--- src/rtl/ace_read_snoop_ctrl.sv ---
// ACE read front-end: snoops the peer cache on every supported read, falls back to
// memory when no snoop data is returned, and writes back dirty data a non-owning read leaves.
module ace_read_snoop_ctrl #(
    parameter int WIDTH_A = 32,
    parameter int WIDTH_D = 32
) (
    input  logic               clk,
    input  logic               rst_n,
    input  logic               AR_VALID,
    output logic               AR_READY,
    input  logic [WIDTH_A-1:0] AR_ADDR,
    input  logic               AR_ID,
    input  logic [3:0]         AR_SNOOP,
    output logic               R_VALID,
    input  logic               R_READY,
    output logic [WIDTH_D-1:0] RDATA,
    output logic               R_ID,
    output logic [3:0]         RRESP,
    output logic               R_LAST,
    output logic               AC_VALID,
    input  logic               AC_READY,
    output logic [WIDTH_A-1:0] AC_ADDR,
    output logic [3:0]         AC_SNOOP,
    input  logic               CR_VALID,
    output logic               CR_READY,
    input  logic [4:0]         CR_RESP,
    input  logic               CD_VALID,
    output logic               CD_READY,
    input  logic [WIDTH_D-1:0] CD_DATA,
    output logic               mem_rd_en,
    output logic               mem_wr_en,
    output logic [WIDTH_A-1:0] mem_addr,
    output logic [WIDTH_D-1:0] mem_wdata,
    input  logic               mem_rvalid,
    input  logic [WIDTH_D-1:0] mem_rdata
);

    typedef enum logic [2:0] {
        IDLE, SNP_ADDR, SNP_RESP, SNP_DATA, MEM_RD, MEM_WB, RESP
    } state_t;

    localparam logic [3:0] READ_ONCE        = 4'b0000;
    localparam logic [3:0] READ_SHARED      = 4'b0001;
    localparam logic [3:0] READ_CLEAN       = 4'b0010;
    localparam logic [3:0] READ_NOT_SH_DIRT = 4'b0011;
    localparam logic [3:0] READ_UNIQUE      = 4'b0111;
    localparam logic [3:0] MAKE_UNIQUE      = 4'b1100;
    localparam logic [3:0] AC_MAKE_UNIQUE   = 4'b1101;

    state_t               state, next_state;
    logic [WIDTH_A-1:0]   addr_q;
    logic [WIDTH_D-1:0]   data_q;
    logic                 id_q;
    logic [3:0]           snoop_q;
    logic                 shared_q, dirty_q, err_q;
    logic                 from_snoop_q, unsup_q;
    logic                 ar_supported;
    logic                 is_make_unique;
    logic                 shared_type, dirty_type;
    logic [3:0]           rresp;
    logic                 was_unique_unused;

    // WasUnique carries no meaning for the read response
    assign was_unique_unused = CR_RESP[4];

    assign ar_supported = AR_SNOOP inside {READ_ONCE, READ_SHARED, READ_CLEAN,
                                           READ_NOT_SH_DIRT, READ_UNIQUE, MAKE_UNIQUE};
    assign is_make_unique = (snoop_q == MAKE_UNIQUE);
    assign shared_type = snoop_q inside {READ_SHARED, READ_CLEAN, READ_NOT_SH_DIRT};
    assign dirty_type  = snoop_q inside {READ_SHARED, READ_NOT_SH_DIRT, READ_UNIQUE};
    assign rresp = {shared_q & shared_type,
                    dirty_q & dirty_type & from_snoop_q,
                    unsup_q | err_q,
                    1'b0};

    always_ff @(posedge clk or negedge rst_n) begin
        if (!rst_n) state <= IDLE;
        else        state <= next_state;
    end

    always_comb begin
        next_state = state;
        AR_READY   = 1'b0;
        AC_VALID   = 1'b0;
        AC_ADDR    = '0;
        AC_SNOOP   = '0;
        CR_READY   = 1'b0;
        CD_READY   = 1'b0;
        mem_rd_en  = 1'b0;
        mem_wr_en  = 1'b0;
        mem_addr   = '0;
        mem_wdata  = '0;
        R_VALID    = 1'b0;
        R_LAST     = 1'b0;
        RDATA      = '0;
        R_ID       = 1'b0;
        RRESP      = '0;
        case (state)
            IDLE: begin
                AR_READY = 1'b1;
                if (AR_VALID) next_state = ar_supported ? SNP_ADDR : RESP;
            end
            SNP_ADDR: begin
                AC_VALID = 1'b1;
                AC_ADDR  = addr_q;
                AC_SNOOP = is_make_unique ? AC_MAKE_UNIQUE : snoop_q;
                if (AC_READY) next_state = SNP_RESP;
            end
            SNP_RESP: begin
                CR_READY = 1'b1;
                if (CR_VALID) begin
                    if (CR_RESP[0])          next_state = SNP_DATA;
                    else if (is_make_unique) next_state = RESP;
                    else                     next_state = MEM_RD;
                end
            end
            SNP_DATA: begin
                CD_READY = 1'b1;
                // a non-owning read must not leave the only dirty copy behind
                if (CD_VALID) begin
                    if (dirty_q && (snoop_q == READ_ONCE || snoop_q == READ_CLEAN))
                        next_state = MEM_WB;
                    else
                        next_state = RESP;
                end
            end
            MEM_RD: begin
                mem_rd_en = 1'b1;
                mem_addr  = addr_q;
                if (mem_rvalid) next_state = RESP;
            end
            MEM_WB: begin
                mem_wr_en  = 1'b1;
                mem_addr   = addr_q;
                mem_wdata  = data_q;
                next_state = RESP;
            end
            RESP: begin
                R_VALID = 1'b1;
                R_LAST  = 1'b1;
                RDATA   = data_q;
                R_ID    = id_q;
                RRESP   = rresp;
                if (R_READY) next_state = IDLE;
            end
            default: next_state = IDLE;
        endcase
    end

    // Per-transaction context; cleared at acceptance so unused fields read as zero
    always_ff @(posedge clk or negedge rst_n) begin
        if (!rst_n) begin
            addr_q       <= '0;
            data_q       <= '0;
            id_q         <= 1'b0;
            snoop_q      <= '0;
            shared_q     <= 1'b0;
            dirty_q      <= 1'b0;
            err_q        <= 1'b0;
            from_snoop_q <= 1'b0;
            unsup_q      <= 1'b0;
        end else begin
            case (state)
                IDLE: if (AR_VALID) begin
                    addr_q       <= AR_ADDR;
                    id_q         <= AR_ID;
                    snoop_q      <= AR_SNOOP;
                    unsup_q      <= ~ar_supported;
                    data_q       <= '0;
                    shared_q     <= 1'b0;
                    dirty_q      <= 1'b0;
                    err_q        <= 1'b0;
                    from_snoop_q <= 1'b0;
                end
                SNP_RESP: if (CR_VALID) begin
                    shared_q <= CR_RESP[3];
                    dirty_q  <= CR_RESP[2];
                    err_q    <= CR_RESP[1];
                end
                SNP_DATA: if (CD_VALID && !is_make_unique) begin
                    data_q       <= CD_DATA;
                    from_snoop_q <= 1'b1;
                end
                MEM_RD: if (mem_rvalid) data_q <= mem_rdata;
                default: ;
            endcase
        end
    end

endmodule

--- config.mk ---
export PLATFORM = sky130hd
export DESIGN_NAME = ace_read_snoop_ctrl
export DESIGN_NICKNAME = d
export VERILOG_FILES = /design/src/rtl/ace_read_snoop_ctrl.sv
export SDC_FILE = /design/constraint.sdc
export NUM_CORES = 1
export LEC_CHECK = 0
export ABC_AREA = 1
export BUFFER_PORTS_ARGS = -buffer_cell sky130_fd_sc_hd__buf_2
export CAP_MARGIN = 40
export CELL_PAD_IN_SITES_DETAIL_PLACEMENT = 1
export CELL_PAD_IN_SITES_GLOBAL_PLACEMENT = 2
export CORE_UTILIZATION = 20
export DETAILED_ROUTE_END_ITERATION = 7
export PLACE_DENSITY = 0.73
export SKIP_CTS_REPAIR_TIMING = 1
export SYNTH_ARGS = -nofsm -noshare
export SYNTH_HDL_FRONTEND = slang
export SYNTH_SLANG_ARGS = --single-unit
--- constraint.sdc ---
create_clock -name clk -period 1.25 [get_ports clk]
set_input_delay 0.0625 -clock clk [delete_from_list [all_inputs] [get_ports clk]]
set_output_delay 0.0625 -clock clk [all_outputs]
set_load 0.1 [all_outputs]
* After elaboration in Yosys (flattened, before gate mapping)
Index checks and enable logic that the tools add are counted.
** Storage, ports and cells
- Output and inout bits :: 145
- Word-level logic and storage cells :: 96
- Flip-flop bits (word level) :: 77
** Cells by class
- Muxes and demuxes :: 39
- Equality and inequality tests :: 23
- Reductions and logical operators :: 19
- Bitwise gates (word level) :: 5
** Operators by type and width (count)
- $mux W32 :: 7
- $pmux W32 S3 :: 1
- $mux W3 :: 8
- $pmux W3 S7 :: 1
- $eq A4 B2 Y1 const B :: 4
- $ne A2 B2 Y1 const B :: 7
- $mux W1 :: 13
- $mux W4 :: 3
- $eq A3 B3 Y1 const B :: 3
- $reduce_bool A3 Y1 :: 3
- $eq A4 B1 Y1 const B :: 2
- $eq A4 B3 Y1 const B :: 2
- $eq A4 B4 Y1 const B :: 2
- $logic_not A4 Y1 :: 2
- $pmux W1 S2 :: 4
- $eq A3 B2 Y1 const B :: 2
- $reduce_and A3 Y1 :: 2
- $reduce_and A6 Y1 :: 1
- $reduce_bool A6 Y1 :: 1
- $mux W2 :: 2
- $reduce_and A4 Y1 :: 1
- $reduce_bool A2 Y1 :: 2
- $and A1 B1 Y1 :: 3
- $eq A3 B1 Y1 const B :: 1
- other kinds (8) :: 9

* Logic depth before layout (Yosys ltp)
Gate-level depths: netlist (run 1).
- Depth after elaboration :: 6
- Gate-level depth with buffers :: 11

* Worst setup path after synthesis (run 1)
OpenSTA, ideal clock, no wires.
- Path kind :: register to output
- From :: reg state[0]
- To :: out RRESP[2]
- Path slack :: -2406 ps
- Path buffers :: 1
- Arrival :: 3593 ps
- Required time :: 1188 ps
- Stages on the path, launching flop included :: 5
- Cells stage by stage :: dfrtp_1 > buf_6 > inv_4 > nand3_2 > nor4_1
** Between the ends
- Longest elaborated chain between the ends :: 2
** Ends and longest elaborated chain
- from (decl) :: RTL line 50 : state_t state, next_state;
- from (signal assigned) :: RTL line 78 : else state <= next_state;
- $eq A3 B3 Y1 :: RTL line 98 : case (state)
- $mux W4 :: RTL line 98
- to (decl) :: RTL line 18 : output logic [3:0] RRESP,
No other way between the ends.

* Final worst setup path (run 1)
- From :: reg state[1]
- To :: out mem_addr[17]
** Between the ends
- Longest elaborated chain between the ends :: 3
** Ends and longest elaborated chain
- $eq A3 B3 Y1 :: RTL line 98
- $reduce_or A2 Y1 (no line) (*)
- $mux W32 (*) :: RTL line 98
- to (decl) :: RTL line 32 : output logic [WIDTH_A-1:0] mem_addr,
Mark *: on every way between the ends. The rest lies on a longest branch, timed or not.

==> results of run 1 <==
[path summary, 6_finish.rpt]
| check | endpoint | slack (ps) | depth (start not counted) |
|---|---|---|---|
| setup reg to reg | data_q[17] | -510 | 11 |
| max in group asynchronous | data_q[5] | 600 | 3 |
| hold reg to reg | data_q[2] | 480 | 2 |
| setup / recovery | mem_addr[17] | -560 | 7 |
| min in group asynchronous | addr_q[21] | 280 | 3 |
| hold / removal | addr_q[10] | -9 | 3 |
[cell type report]
type / instances / area, um2
diodes: 1 / 2.502
clock buffers: 10 / 239.0
clock inverters: 4 / 97.59
fillers: 2420 / 10810
inverters: 94 / 401.6
multi-input cells: 489 / 3512
flip-flops and latches: 77 / 1931
well taps: 285 / 356.6
repair buffers: 400 / 5343
repair inverters: 1 / 16.27
[stage by stage]
step | utilization [%] | power, W | TNS [ps]
2_1_floorplan | - | 0.01708 | -79900
3_3_place_gp | 43.93 | 0.02298 | -53490
3_5_place_dp | 43.93 | 0.02324 | -60790
4_1_cts | 45.41 | 0.02639 | -117070
5_1_grt | 52.40 | 0.03142 | -113970
6_report | 52.40 | 0.03003 | -101590
[state kept, by name (all words and copies together), names as in the netlist, 3 cells and up]
| name | flops |
|---|---|
| addr_q | 32 |
| data_q | 32 |
| snoop_q | 4 |
| state | 3 |
[power by group through the flow]
stage	clock network, W	registers, W	logic [W]
floorplan	0	0.00412	0.0130
global placement	0	0.00432	0.0187
detailed placement	0	0.00437	0.0189
CTS	0.00313	0.00434	0.0189
global route	0.00323	0.00456	0.0236
finish	0.00308	0.00442	0.0225
[per-layer routing]
layer	wire (um)	up-vias
li1	-	2856
met1	9195	2850
met2	12770	198
met3	1518	19
met4	296	0
met5	0	-
[critical path, delay by kind of cell (launching register included)]
kind | cells | cell delay (ps)
flip-flops | 1 | 490
AND/OR/NAND/NOR | 4 | 470
buffers and inverters | 3 | 430
[logic make-up (layout without fill, tap and decap cells)]
kind of cell	Yosys count	after routing	share of synthesized area [%]
AND/OR/NAND/NOR	436	440	39.29
buffers and inverters	135	509	13.59
flip-flops	77	77	41.44
AO/OA/AOI/OAI	48	48	5.597
other	1	2	0.08065
[cell usage in the layout (no fill, tap or decap), types with 3 or more instances in the layout]
| master | n |
|---|---|
| nand2_8 | 5 |
| buf_4 | 37 |
| inv_1 | 84 |
| buf_6 | 32 |
| nor2_1 | 10 |
| nand3_1 | 17 |
| bufinv_16 | 3 |
| o21ai_1 | 32 |
| nand2_2 | 41 |
| o21ai_2 | 10 |
| dfrtp_2 | 3 |
| clkbuf_16 | 24 |
| nor2_2 | 4 |
| clkinvlp_4 | 4 |
| nor2_4 | 134 |
| nand3_2 | 26 |
| dlygate4sd3_1 | 35 |
| buf_12 | 164 |
| buf_16 | 4 |
| dfrtp_1 | 74 |
| buf_2 | 111 |
| nand2_4 | 7 |
| nand3_4 | 4 |
| nand2_1 | 187 |
==> impl_metrics.csv, run 1 <==
group,metric,value,unit
global_route,grtUsageMet1,19.46,%
logic_synthesis,yosysMostFrequentCell,"nand2_1",
cts,clk_path_buf_depth,2,
sta,drv_slew,0,
worst_setup_path,cp-end-kind,"output pin",
floorplanning,io_pins,259,
sta,hold_slack,-9.339,ps
logic_synthesis,synth_nets,811,
logic_synthesis,synth_seq_cells,77,
sta,layout_min_cycle_time,1813,ps
placement,dpl.cell_count,1257,
global_route,met2_usage,29.00,%
sta,post-route-period-util,145.0,%
cts,htreeDepth,3,
floorplanning,fp.coreArea,22710,um2
cts,clk_pin_slew,60,ps
global_route,overflow,0,
floorplanning,dieArea,23860,um2
logic_synthesis,synth_cells,697,
floorplanning,start_util,20.47,%
cts,clock-sinks,77,
global_route,grt_start_max_net_pins,78,
drt,ant_nets,0,
global_route,grt_pass1_wl,31170,um
worst_setup_path,max_stage_delay,490,ps
sta,setup_viol_count_final,221,
drt,viasPerCell,4.352,
logic_synthesis,synthArstFlopShare,100.0,%
power,combPwrFrac,75.0,%
placement,place_ws,-456.6,ps
placement,place_area,9976,um2
sta,finalHoldViolations,1,
drt,drc_errors,0,
drt,drtIter0Drc,163,
sta,worst_slack,-563.0,ps
logic_synthesis,postSynthAreaPerCell,6.671,um2
power,switchingPower,0.01598,W
cts,clk_latency,350,ps
worst_setup_path,r2r_start,"state[0]",
worst_setup_path,crit_path_start_kind,"flip-flop",
sta,max_freq,551.6,MHz
drt,drt_wl_total,23780,um
drt,drt_first_pass_iters,4,
logic_synthesis,synth-edff-count,0,
worst_setup_path,arrival,1750,ps
cts,cts_tree,"built",
global_route,grt_usage,16.76,%
logic_synthesis,synth_common_cells,"nand2_1 (216), nor2_1 (147), inv_1 (88)",
worst_setup_path,cp_max_fo,8,
sta,rsz0062_at_grt,"true",
power,p_clk_share,10.3,%
cts,cts-root-buf,"clkbuf_16",
flow_run,cap_viol_max_count,0,
finish,finalNetCount,1186,
power,internal_power,0.01405,W
placement,gp_congestion,0.7783,
power,switching_share,53.22,%
logic_synthesis,synth_area_leaders,"dfrtp_1 (41%), nand2_1 (17%), nor2_1 (12%)",
status,violations,"hold timing, setup timing",
logic_synthesis,synth_top_area_cell,"dfrtp_1",
drt,vias,5923,
power,powerDensity,2524,nW/um2
logic_synthesis,synth-main-ff-cell,"dfrtp_1",
worst_setup_path,critical_path_class,"flip-flop to output pin",
logic_synthesis,synth_top_area_share,41.44,%
finish,fin_area,11900,um2
worst_setup_path,path_cells,"nor2_4, nand2_4, nand2_4, inv_6, clkbuf_16, nor2_4, buf_12",
finish,drive_gt1_share,58.70,%
hold_path,hp-class,"input port to flip-flop",
logic_synthesis,ys_seq_area_share,41.44,%
worst_setup_path,crit_slowest_cell,"dfrtp_2",
cts,cts_buffers,9,
global_route,antenna_found_initial,1,
worst_setup_path,crit_start,"state[1]",
placement,port_buffers,256,
status,status,"complete, but fails checks",
worst_setup_path,crit_required,1190,ps
global_route,use_met3,5.968,%
logic_synthesis,synth_cell_types,27,
floorplanning,die_h,154.5,um
finish,instances_no_fill,1361,
global_route,busiest_layer,"met2",
sta,finalClockSkew,8.373,ps
placement,place_hpwl,15720,um
hold_path,worstHoldStart,"AR_ADDR[10]",
logic_synthesis,yosysWarnings,0,
finish,syn2layout_area_growth,155.9,%
drt,route.detailed.wl_per_inst,17.47,um
floorplanning,fp-row-count,55,
power,p_leak,5.198,nW
power,seq_power_share,14.7,%
global_route,grt_pass1_vias,5847,
logic_synthesis,synth_area,4649,um2
floorplanning,die_w,154.5,um
power,ir_worst_vdd,1.571,mV
No activity file was read; power rests on OpenSTA's default activity.
==> inputs of run 2 (changes only) <==
--- a/config.mk
+++ b/config.mk
@@ -5,12 +5,12 @@
 export SDC_FILE = /design/constraint.sdc
 export NUM_CORES = 1
 export LEC_CHECK = 0
-export ABC_AREA = 1
+export ABC_AREA = 0
 export BUFFER_PORTS_ARGS = -buffer_cell sky130_fd_sc_hd__buf_2
 export CAP_MARGIN = 40
 export CELL_PAD_IN_SITES_DETAIL_PLACEMENT = 1
 export CELL_PAD_IN_SITES_GLOBAL_PLACEMENT = 2
-export CORE_UTILIZATION = 20
+export CORE_UTILIZATION = 21
 export DETAILED_ROUTE_END_ITERATION = 7
 export PLACE_DENSITY = 0.73
 export SKIP_CTS_REPAIR_TIMING = 1
==> impl_metrics.csv, run 2 <==
group,metric,value,unit
power,ir_worst_vdd,1.649,mV
sta,post-route-period-util,152.8,%
logic_synthesis,synth_common_cells,"nand2_1 (147), dfrtp_1 (77), and2_1 (70)",
finish,final_cell_mix,"buf_12 (159), nand2_1 (125), buf_2 (111)",
sta,hold_slack,-11.56,ps
floorplanning,dieArea,21530,um2
floorplanning,fp-row-count,52,
cts,clk_latency,340,ps
flow_run,cap_viol_max_count,0,
drt,drtIter0Drc,129,
worst_setup_path,reg2reg_setup_slack,-570,ps
finish,largest_registers,"addr_q x32, data_q x32, snoop_q x4",
sta,setup_viol_count_final,221,
worst_setup_path,worst-path-stages,6,
finish,multiInputGateArea,3073,um2
cts,cts_tree,"built",
worst_setup_path,cpMostUsedCell,"buf_12",
logic_synthesis,synth_cell_types,43,
logic_synthesis,synth_area,4399,um2
sta,worst_slack,-659.6,ps
global_route,grt_pass1_vias,5059,
logic_synthesis,synth-edff-count,0,
finish,antenna_cells,0,
placement,port_buffers,256,
power,powerDensity,2647,nW/um2
finish,finish.utilization,53.04,%
finish,finalNetCount,998,
drt,ant_nets,0,
worst_setup_path,critical_path_class,"flip-flop to output pin",
cts,clk_pin_slew,70,ps
global_route,met2_usage,27.80,%
global_route,overflow,0,
sta,rsz0062_at_grt,"true",
finish,syn2layout_area_growth,145.5,%
global_route,grtUsageMet1,21.88,%
placement,place_hpwl,13720,um
floorplanning,start_util,21.60,%
finish,instances_no_fill,1159,
drt,drt_first_pass_iters,4,
worst_setup_path,r2r_cells,9,
cts,htreeDepth,3,
worst_setup_path,cp-end-kind,"output pin",
logic_synthesis,postSynthAreaPerCell,8.269,um2
floorplanning,fp.coreArea,20360,um2
finish,final_common_cell,"buf_12",
drt,drc_errors,0,
hold_path,hp-class,"input port to flip-flop",
floorplanning,die_w,146.7,um
global_route,grt_usage,17.37,%
worst_setup_path,crit_path_start_kind,"flip-flop",
global_route,grt_pass1_wl,29200,um
logic_synthesis,ys_seq_area_share,43.80,%
placement,dpl.cell_count,1052,
sta,layout_min_cycle_time,1910,ps
logic_synthesis,yosysWarnings,0,
sta,max_freq,523.7,MHz
global_route,grt_start_max_net_pins,78,
cts,clk_path_buf_depth,2,
logic_synthesis,synth_top_area_share,43.80,%
worst_setup_path,path_delay_family,"buffers and inverters",
worst_setup_path,crit_buf_inv,4,
sta,finalClockSkew,8.580,ps
logic_synthesis,synth-main-ff-cell,"dfrtp_1",
global_route,use_met3,6.180,%
logic_synthesis,synth_area_leaders,"dfrtp_1 (44%), nand2_1 (13%), and2_1 (10%)",
hold_path,hold_depth,3,
logic_synthesis,synth_nets,646,
logic_synthesis,synthArstFlopShare,100.0,%
cts,cts_buffers,9,
logic_synthesis,synth_top_area_cell,"dfrtp_1",
status,status,"complete, but fails checks",
placement,gp_congestion,0.8007,
logic_synthesis,synth_seq_cells,77,
sta,drv_slew,0,
sta,fin_tns_setup,-109010,ps
logic_synthesis,yosysMostFrequentCell,"nand2_1",
worst_setup_path,max_stage_delay,450,ps
worst_setup_path,arrival,1850,ps
floorplanning,io_pins,259,
finish,drive_gt1_share,64.34,%
finish,fillCellCount,2088,
drt,drt_wl_total,23300,um
drt,route.detailed.wl_per_inst,20.10,um
finish,seq_area,1931,um2
drt,vias,5314,
power,p_leak,4.898,nW
worst_setup_path,crit_slowest_cell,"dfrtp_2",
status,violations,"hold timing, setup timing",
worst_setup_path,path_cells,"buf_4, nor3b_4, buf_6, buf_12, a21boi_4, buf_12",
cts,cts-root-buf,"clkbuf_16",
global_route,antenna_found_initial,0,
logic_synthesis,synth_cells,532,
floorplanning,die_h,146.7,um
worst_setup_path,cp_max_fo,10,
drt,viasPerCell,4.585,
global_route,busiest_layer,"met2",
worst_setup_path,crit_required,1190,ps
sta,finalHoldViolations,2,
cts,clock-sinks,77,
run 2: cell count changes after synthesis, sizes merged, moves of 3 or more:
cell | previous run | this run
nor2 | 150 | 5
and3 | 0 | 67
nand3 | 46 | 2
and2 | 0 | 70
o21ai | 44 | 40
inv | 94 | 6
a22oi | 0 | 33
nor3b | 0 | 3
buf | 35 | 21
nand2 | 237 | 147
clkbuf | 6 | 29
run 2: worst register-to-register path: cells and delay by family, from the launching register on:
kind,cells,cell delay (ps)
AO/OA/AOI/OAI,2,280
buffers and inverters,5,690
flip-flops,1,480
AND/OR/NAND/NOR,2,260
run 2: final cells by class:
cell class              instances  share of cell area (%)
clock inverters                 5                  0.7762
flip-flops and latches         77                   17.88
well taps                     270                   3.128
inverters                       6                  0.2433
multi-input cells             399                   28.45
repair buffers                391                   47.37
clock buffers                  11                   2.155
run 2: worst paths after layout:
| path | start | endpoint |
|---|---|---|
| worst max-delay path | state[1] | AC_SNOOP[0] |
| worst max register to register | state[0] | state[0] |
| max in group asynchronous | rst_n | state[2] |
| min in group asynchronous | rst_n | addr_q[0] |
| worst min-delay path | AR_SNOOP[1] | snoop_q[1] |
| worst min register to register | from_snoop_q | from_snoop_q |
run 2: through the flow:
step                      instance area, um2  power, W  setup WS [ps]
final                                  10800   0.02859         -659.6
after global routing                   10800   0.02983         -712.7
after CTS                               9294   0.02467         -774.5
after detailed placement                8977   0.02169         -425.6
after global placement                  8977   0.02140         -354.8
after floorplan                         5172   0.01566         -724.5
run 2: routing by layer:
layer,part of all wire (%),wire [um]
met3,7.6,1781
met1,41,9655
met2,49,11480
met5,0,0
met4,1.6,382
run 2: logic make-up (layout without fill, tap and decap cells):
| kind of cell | Yosys count | after routing | share of synthesized area [%] |
|---|---|---|---|
| muxes | 3 | 3 | 0.7394 |
| and+or+nand+nor | 306 | 306 | 35.55 |
| DFF | 77 | 77 | 43.80 |
| AOI/OAI and AO/OA | 89 | 89 | 13.60 |
| other | 1 | 1 | 0.08524 |
| buffers and inverters | 56 | 413 | 6.229 |
run 2: power by group:
| part | switching (W) | internal (W) |
|---|---|---|
| Combinational | 0.0122 | 0.00885 |
| Clock | 0.00112 | 0.00176 |
| Sequential | 0.00109 | 0.00358 |
| Total | 0.0144 | 0.0142 |
